===== src/rtl/sblock_cfg_loader.sv =====
// Switch-block configuration loader: deserializes a 1-bit bitstream into addressed
// config frames and drives a broadcast config word plus one write strobe per Sblock.
module sblock_cfg_loader #(
    parameter int NUM_BLOCKS = 4,
    parameter int CFG_W      = 18
) (
    input  logic                  clk_i,
    input  logic                  rst_n_i,
    input  logic                  start_i,
    input  logic                  cfg_valid_i,
    input  logic                  cfg_data_i,
    output logic                  cfg_ready_o,
    output logic [CFG_W-1:0]      bits_o,
    output logic [NUM_BLOCKS-1:0] wr_en_o,
    output logic                  busy_o,
    output logic                  done_o,
    output logic                  err_o
);

    localparam int CNT_W = $clog2(NUM_BLOCKS + 1);
    localparam int BIT_W = $clog2((CFG_W > 8) ? CFG_W : 8);

    localparam logic [7:0]       TERM_ADDR = 8'hFF;
    localparam logic [8:0]       NB_ADDR   = 9'(NUM_BLOCKS);
    localparam logic [CNT_W-1:0] NB_CNT    = CNT_W'(NUM_BLOCKS);
    localparam logic [BIT_W-1:0] ADDR_LAST = BIT_W'(7);
    localparam logic [BIT_W-1:0] DATA_LAST = BIT_W'(CFG_W - 1);

    typedef enum logic [2:0] {
        S_IDLE,
        S_ADDR,
        S_DATA,
        S_WRITE,
        S_DONE
    } state_t;

    state_t                  state_q, state_d;
    logic [7:0]              addr_q, addr_d;
    logic [CFG_W-2:0]        shift_q, shift_d;
    logic [BIT_W-1:0]        bit_cnt_q, bit_cnt_d;
    logic [CNT_W-1:0]        frame_cnt_q, frame_cnt_d;
    logic [CFG_W-1:0]        bits_q, bits_d;
    logic [NUM_BLOCKS-1:0]   wr_en_q, wr_en_d;
    logic                    ready_q, ready_d;
    logic                    busy_q, busy_d;
    logic                    done_q, done_d;
    logic                    err_q, err_d;

    logic                    xfer;
    logic [7:0]              addr_full;
    logic [CFG_W-1:0]        word_full;
    logic                    in_range;
    logic [CNT_W-1:0]        cnt_inc;

    assign xfer      = cfg_valid_i & ready_q;
    assign addr_full = {addr_q[6:0], cfg_data_i};
    assign word_full = {shift_q, cfg_data_i};
    assign in_range  = ({1'b0, addr_q} < NB_ADDR);
    assign cnt_inc   = frame_cnt_q + 1'b1;

    always_comb begin
        state_d     = state_q;
        addr_d      = addr_q;
        shift_d     = shift_q;
        bit_cnt_d   = bit_cnt_q;
        frame_cnt_d = frame_cnt_q;
        bits_d      = bits_q;
        wr_en_d     = '0;
        err_d       = err_q;

        case (state_q)
            S_IDLE, S_DONE: begin
                if (start_i) begin
                    state_d     = S_ADDR;
                    frame_cnt_d = '0;
                    bit_cnt_d   = '0;
                    err_d       = 1'b0;
                end
            end

            S_ADDR: begin
                if (xfer) begin
                    addr_d = addr_full;
                    if (bit_cnt_q == ADDR_LAST) begin
                        bit_cnt_d = '0;
                        state_d   = (addr_full == TERM_ADDR) ? S_DONE : S_DATA;
                    end else begin
                        bit_cnt_d = bit_cnt_q + 1'b1;
                    end
                end
            end

            S_DATA: begin
                if (xfer) begin
                    shift_d = word_full[CFG_W-2:0];
                    if (bit_cnt_q == DATA_LAST) begin
                        // Word and strobe are registered together so bits_o is settled for the whole pulse
                        bit_cnt_d = '0;
                        bits_d    = word_full;
                        state_d   = S_WRITE;
                        if (in_range) begin
                            for (int i = 0; i < NUM_BLOCKS; i++) begin
                                wr_en_d[i] = (addr_q == 8'(i));
                            end
                        end else begin
                            err_d = 1'b1;
                        end
                    end else begin
                        bit_cnt_d = bit_cnt_q + 1'b1;
                    end
                end
            end

            S_WRITE: begin
                if (in_range) begin
                    frame_cnt_d = cnt_inc;
                    state_d     = (cnt_inc == NB_CNT) ? S_DONE : S_ADDR;
                end else begin
                    state_d = S_ADDR;
                end
            end

            default: state_d = S_IDLE;
        endcase

        // Status outputs are decoded from the next state so they register in step with it
        ready_d = (state_d == S_ADDR) || (state_d == S_DATA);
        busy_d  = (state_d == S_ADDR) || (state_d == S_DATA) || (state_d == S_WRITE);
        done_d  = (state_d == S_DONE);
    end

    always_ff @(posedge clk_i or negedge rst_n_i) begin
        if (!rst_n_i) begin
            state_q     <= S_IDLE;
            addr_q      <= '0;
            shift_q     <= '0;
            bit_cnt_q   <= '0;
            frame_cnt_q <= '0;
            bits_q      <= '0;
            wr_en_q     <= '0;
            ready_q     <= 1'b0;
            busy_q      <= 1'b0;
            done_q      <= 1'b0;
            err_q       <= 1'b0;
        end else begin
            state_q     <= state_d;
            addr_q      <= addr_d;
            shift_q     <= shift_d;
            bit_cnt_q   <= bit_cnt_d;
            frame_cnt_q <= frame_cnt_d;
            bits_q      <= bits_d;
            wr_en_q     <= wr_en_d;
            ready_q     <= ready_d;
            busy_q      <= busy_d;
            done_q      <= done_d;
            err_q       <= err_d;
        end
    end

    assign cfg_ready_o = ready_q;
    assign bits_o      = bits_q;
    assign wr_en_o     = wr_en_q;
    assign busy_o      = busy_q;
    assign done_o      = done_q;
    assign err_o       = err_q;

endmodule


===== config.mk =====
export PLATFORM = sky130hd
export DESIGN_NAME = sblock_cfg_loader
export DESIGN_NICKNAME = d
export VERILOG_FILES = /design/src/rtl/sblock_cfg_loader.sv
export SDC_FILE = /design/constraint.sdc
export NUM_CORES = 1
export LEC_CHECK = 0
export CAP_MARGIN = 20
export CORE_AREA = 2 2 66 81
export CTS_BUF_LIST = sky130_fd_sc_hd__clkbuf_8
export DETAILED_ROUTE_END_ITERATION = 10
export DIE_AREA = 0 0 68 83
export HOLD_SLACK_MARGIN = 0.05
export PLACE_DENSITY = 0.8
export RECOVER_POWER = 25
export SETUP_SLACK_MARGIN = 0.15
export SLEW_MARGIN = 5
export SYNTH_ARGS = -nofsm -noshare
export SYNTH_HDL_FRONTEND = slang
export SYNTH_SLANG_ARGS = --single-unit

===== constraint.sdc =====
create_clock -name clk_i -period 2.22 [get_ports clk_i]
set_clock_uncertainty 0.1 [all_clocks]
set_input_delay 0.222 -clock clk_i [delete_from_list [all_inputs] [get_ports clk_i]]
set_output_delay 0.222 -clock clk_i [all_outputs]
set_load 0.03 [all_outputs]

==> key figures <==
Run status
  • Status: completed

STA
  • Worst slew pin tran: 1.35 ns
  • RSZ-0062 raised after global routing: no
  • Tcrit/Tclk final: 86.4%
  • Worst setup margin: 0.301 ns
  • Post-route setup TNS: 0 ns
  • Min Tclk post-route: 1.92 ns
  • Setup-failing EPs final: 0
  • Slew Viols, Final: 0
  • Hold_ws: 0.367 ns
  • Max Freq: 521 MHz
  • Max-slew headroom: 10.2%
  • Fin. Hold Viols: 0

Synthesis
  • Synth async-reset ratio: 100%
  • Seq/Total Area, Yosys: 56.8%
  • Seq cells post-synth: 62
  • Primary FF master, synth: dfrtp_1
  • Yosys top cell area share: 56.8%
  • Synth area leader: dfrtp_1
  • Cells after Synth: 238
  • EDFF count, synth: 0
  • Yosys warning count: 0
  • Syn nets: 247
  • Syn_area_per_cell: 11.5 um2
  • Synth unique cells: 51
  • Cell area after synthesis: 2730 um2
  • Synth area leaders: dfrtp_1 (57%), nand2_1 (8.1%), mux2_2 (5.4%)

Route
  • Initial DRC Count: 133
  • DRC viols: 0
  • Final wirelength: 5.11 mm
  • Vias: 1888
  • First-pass iteration count of the detailed router: 4
  • Via density per instance: 5.49
  • DRT antenna net count: 0
  • Wire per inst: 14.9 um

Setup path
  • Worst R2R End: cfg_ready_o
  • FF-to-FF path depth: 5
  • Launch point of the worst path: bit_cnt_q[0]
  • Critical Path AT: 2.02 ns
  • CP Cell Sequence: ha_1 > and4bb_2 > a211oi_1 > nor4_1 > a21oi_1
  • Critical path class: flop to flop
  • Worst R2R Setup Slack: 0.30 ns
  • Startpoint Class: flop
  • Critical-path top delay cell: nor4_1
  • Crit path max fanout: 4
  • CP endpoint kind: flop
  • Worst Path Required: 2.32 ns
  • R2R Path Start: bit_cnt_q[0]
  • Slowest stage delay, CP: 0.54 ns
  • CP endpoint: cfg_ready_o

Clocking
  • Post-CTS Setup Bufs: 0
  • CTS Buffer Depth: 2
  • Number of buffers created by CTS: 9
  • # clock sinks: 62
  • Htree depth: 3
  • CTS tree: done
  • CTS resizes: 0
  • Clock transition at path regs: 0.07 ns
  • Clk Latency, worst-skew pair: 0.34 ns
  • Root Driver: clkbuf_8

Final layout
  • Layout area overhead: 22.7%
  • Commonest non-fill, non-tap cells in the layout: dfrtp_1 (62), nand2_1 (59), clkdlybuf4s50_1 (29)
  • Reg area: 1550 um2
  • Final cell count without fillers: 344
  • Commonest non-fill, non-tap cell in the layout: dfrtp_1
  • # diodes: 0
  • Post-layout util: 69.4%
  • NumNets Final: 288
  • Layout cell share with drive strength beyond 1: 17.3%
  • Fillers: 366
  • Area of the multi-input gates: 1090 um2
  • Finished Cell Area: 3350 um2

Global route
  • Via count of the first global-routing pass: 1964
  • Antenna violations before repair: 0
  • Pin count of the biggest net entering global routing: 63
  • First-pass GRT wire length: 8.80 mm
  • GRT Total Usage: 20.9%
  • Grt total ovfl: 0

Place
  • DPL Wire Length: 3.40 mm
  • DP Worst Slack: 0.234 ns
  • Placed instance area: 3130 um2
  • Final GP Congestion: 0.771
  • IO buf count: 30
  • Inst Count DP: 327

Pwr
  • PwrDens: 934 nW/um2
  • Worst VDD drop: 0.000580 V
  • Total chip power: 3.13 mW
  • Leakage: 1.63 nW

Floorplan
  • Io pins: 31
  • Die area: 5640 um2
  • Std-Cell Rows: 28
  • Die Span Y: 83 um
  • Initial core utilization: 56.5%
  • Die X: 68 um
  • Core ar.: 4830 um2

Worst hold path
  • Worst hold path class: flop to flop

Run
  • Max Cap Viol: 0
[repair_timing]
| item | in CTS | in global routing |
|---|---|---|
| setup endpoints to repair | 0 | 0 |
| hold buffers | 1 | 0 |
| endpoints found under the hold margin | 62 | 0 |
[worst min path at each step]
stage,startpoint,end,slack [ns],cells after the start
6_report,shift_q[16],bits_o[17],0.37,2
5_1_grt,shift_q[16],bits_o[17],0.38,2
4_1_cts,rst_n_i,frame_cnt_q[1],0.33,3
3_5_place_dp,rst_n_i,frame_cnt_q[1],0.16,2
3_3_place_gp,rst_n_i,frame_cnt_q[0],0.15,2
2_1_floorplan,rst_n_i,addr_q[0],-0.17,0
[metal layers]
metal  up-vias  wire length (um)  GRT usage (%)
li1        907                 -              -
met1       927              2260           26.7
met2        44              2560           32.3
met3        10               205           5.56
met4         0                87           10.5
met5         -                 0              0
[worst max-delay path, delay by kind of cell, from the launching register on]
kind,cells,cell delay [ns]
AND/OR/NAND/NOR,2,0.83
flip-flops,1,0.42
AO/OA/AOI/OAI,2,0.23
adder cells (fa/ha/maj),1,0.20
[final cells by class]
cell class / count / area share (%)
Tap cell: 60 / 2.24
Sequential cell: 62 / 46.3
Timing Repair Buffer: 39 / 11.2
Inverter: 7 / 0.783
Multi-Input combinational cell: 160 / 32.6
Clock buffer: 12 / 4.92
Clock inverter: 4 / 2.05
[cell usage after synthesis (all sizes together) (2+ instances only)]
cell type and count:
dfrtp 62, nand2 59, mux2 25, nor2 9
buf 8, inv 7, a21oi 4, ha 4
nand2b 4, nand3 4, nor3 4, a32oi 3
and2 3, nand4 3, nor3b 3, o21ai 3
a211oi 2, mux2i 2, nor4 2, o22ai 2
o32ai 2, or2 2
[registers in the layout, summed over array words and instances (netlist names)]
signal	count
busy_o	1
addr_q	8
cfg_ready_o	1
frame_cnt_q	3
err_o	1
state_q	3
done_o	1
shift_q	17
bits_o	18
bit_cnt_q	5
wr_en_o	4
[logic make-up after synthesis]
kind of cell / synth area share, %
flip-flops: 56.8
adder cells (fa/ha/maj): 1.83
multiplexers: 11.0
AND/OR/NAND/NOR: 20.5
AO/OA/AOI/OAI: 6.32
buffers and inverters: 3.29
XOR/XNOR: 0.320
[power by group]
part | internal (mW) | switching [mW] | total, mW | leakage [nW]
Sequential | 1.28 | 0.180 | 1.46 | 0.830
Clock | 0.718 | 0.425 | 1.14 | 0.124
Combinational | 0.255 | 0.277 | 0.532 | 0.673
Total | 2.25 | 0.883 | 3.13 | 1.63
Note: power is estimated with default switching activity, not from simulation.
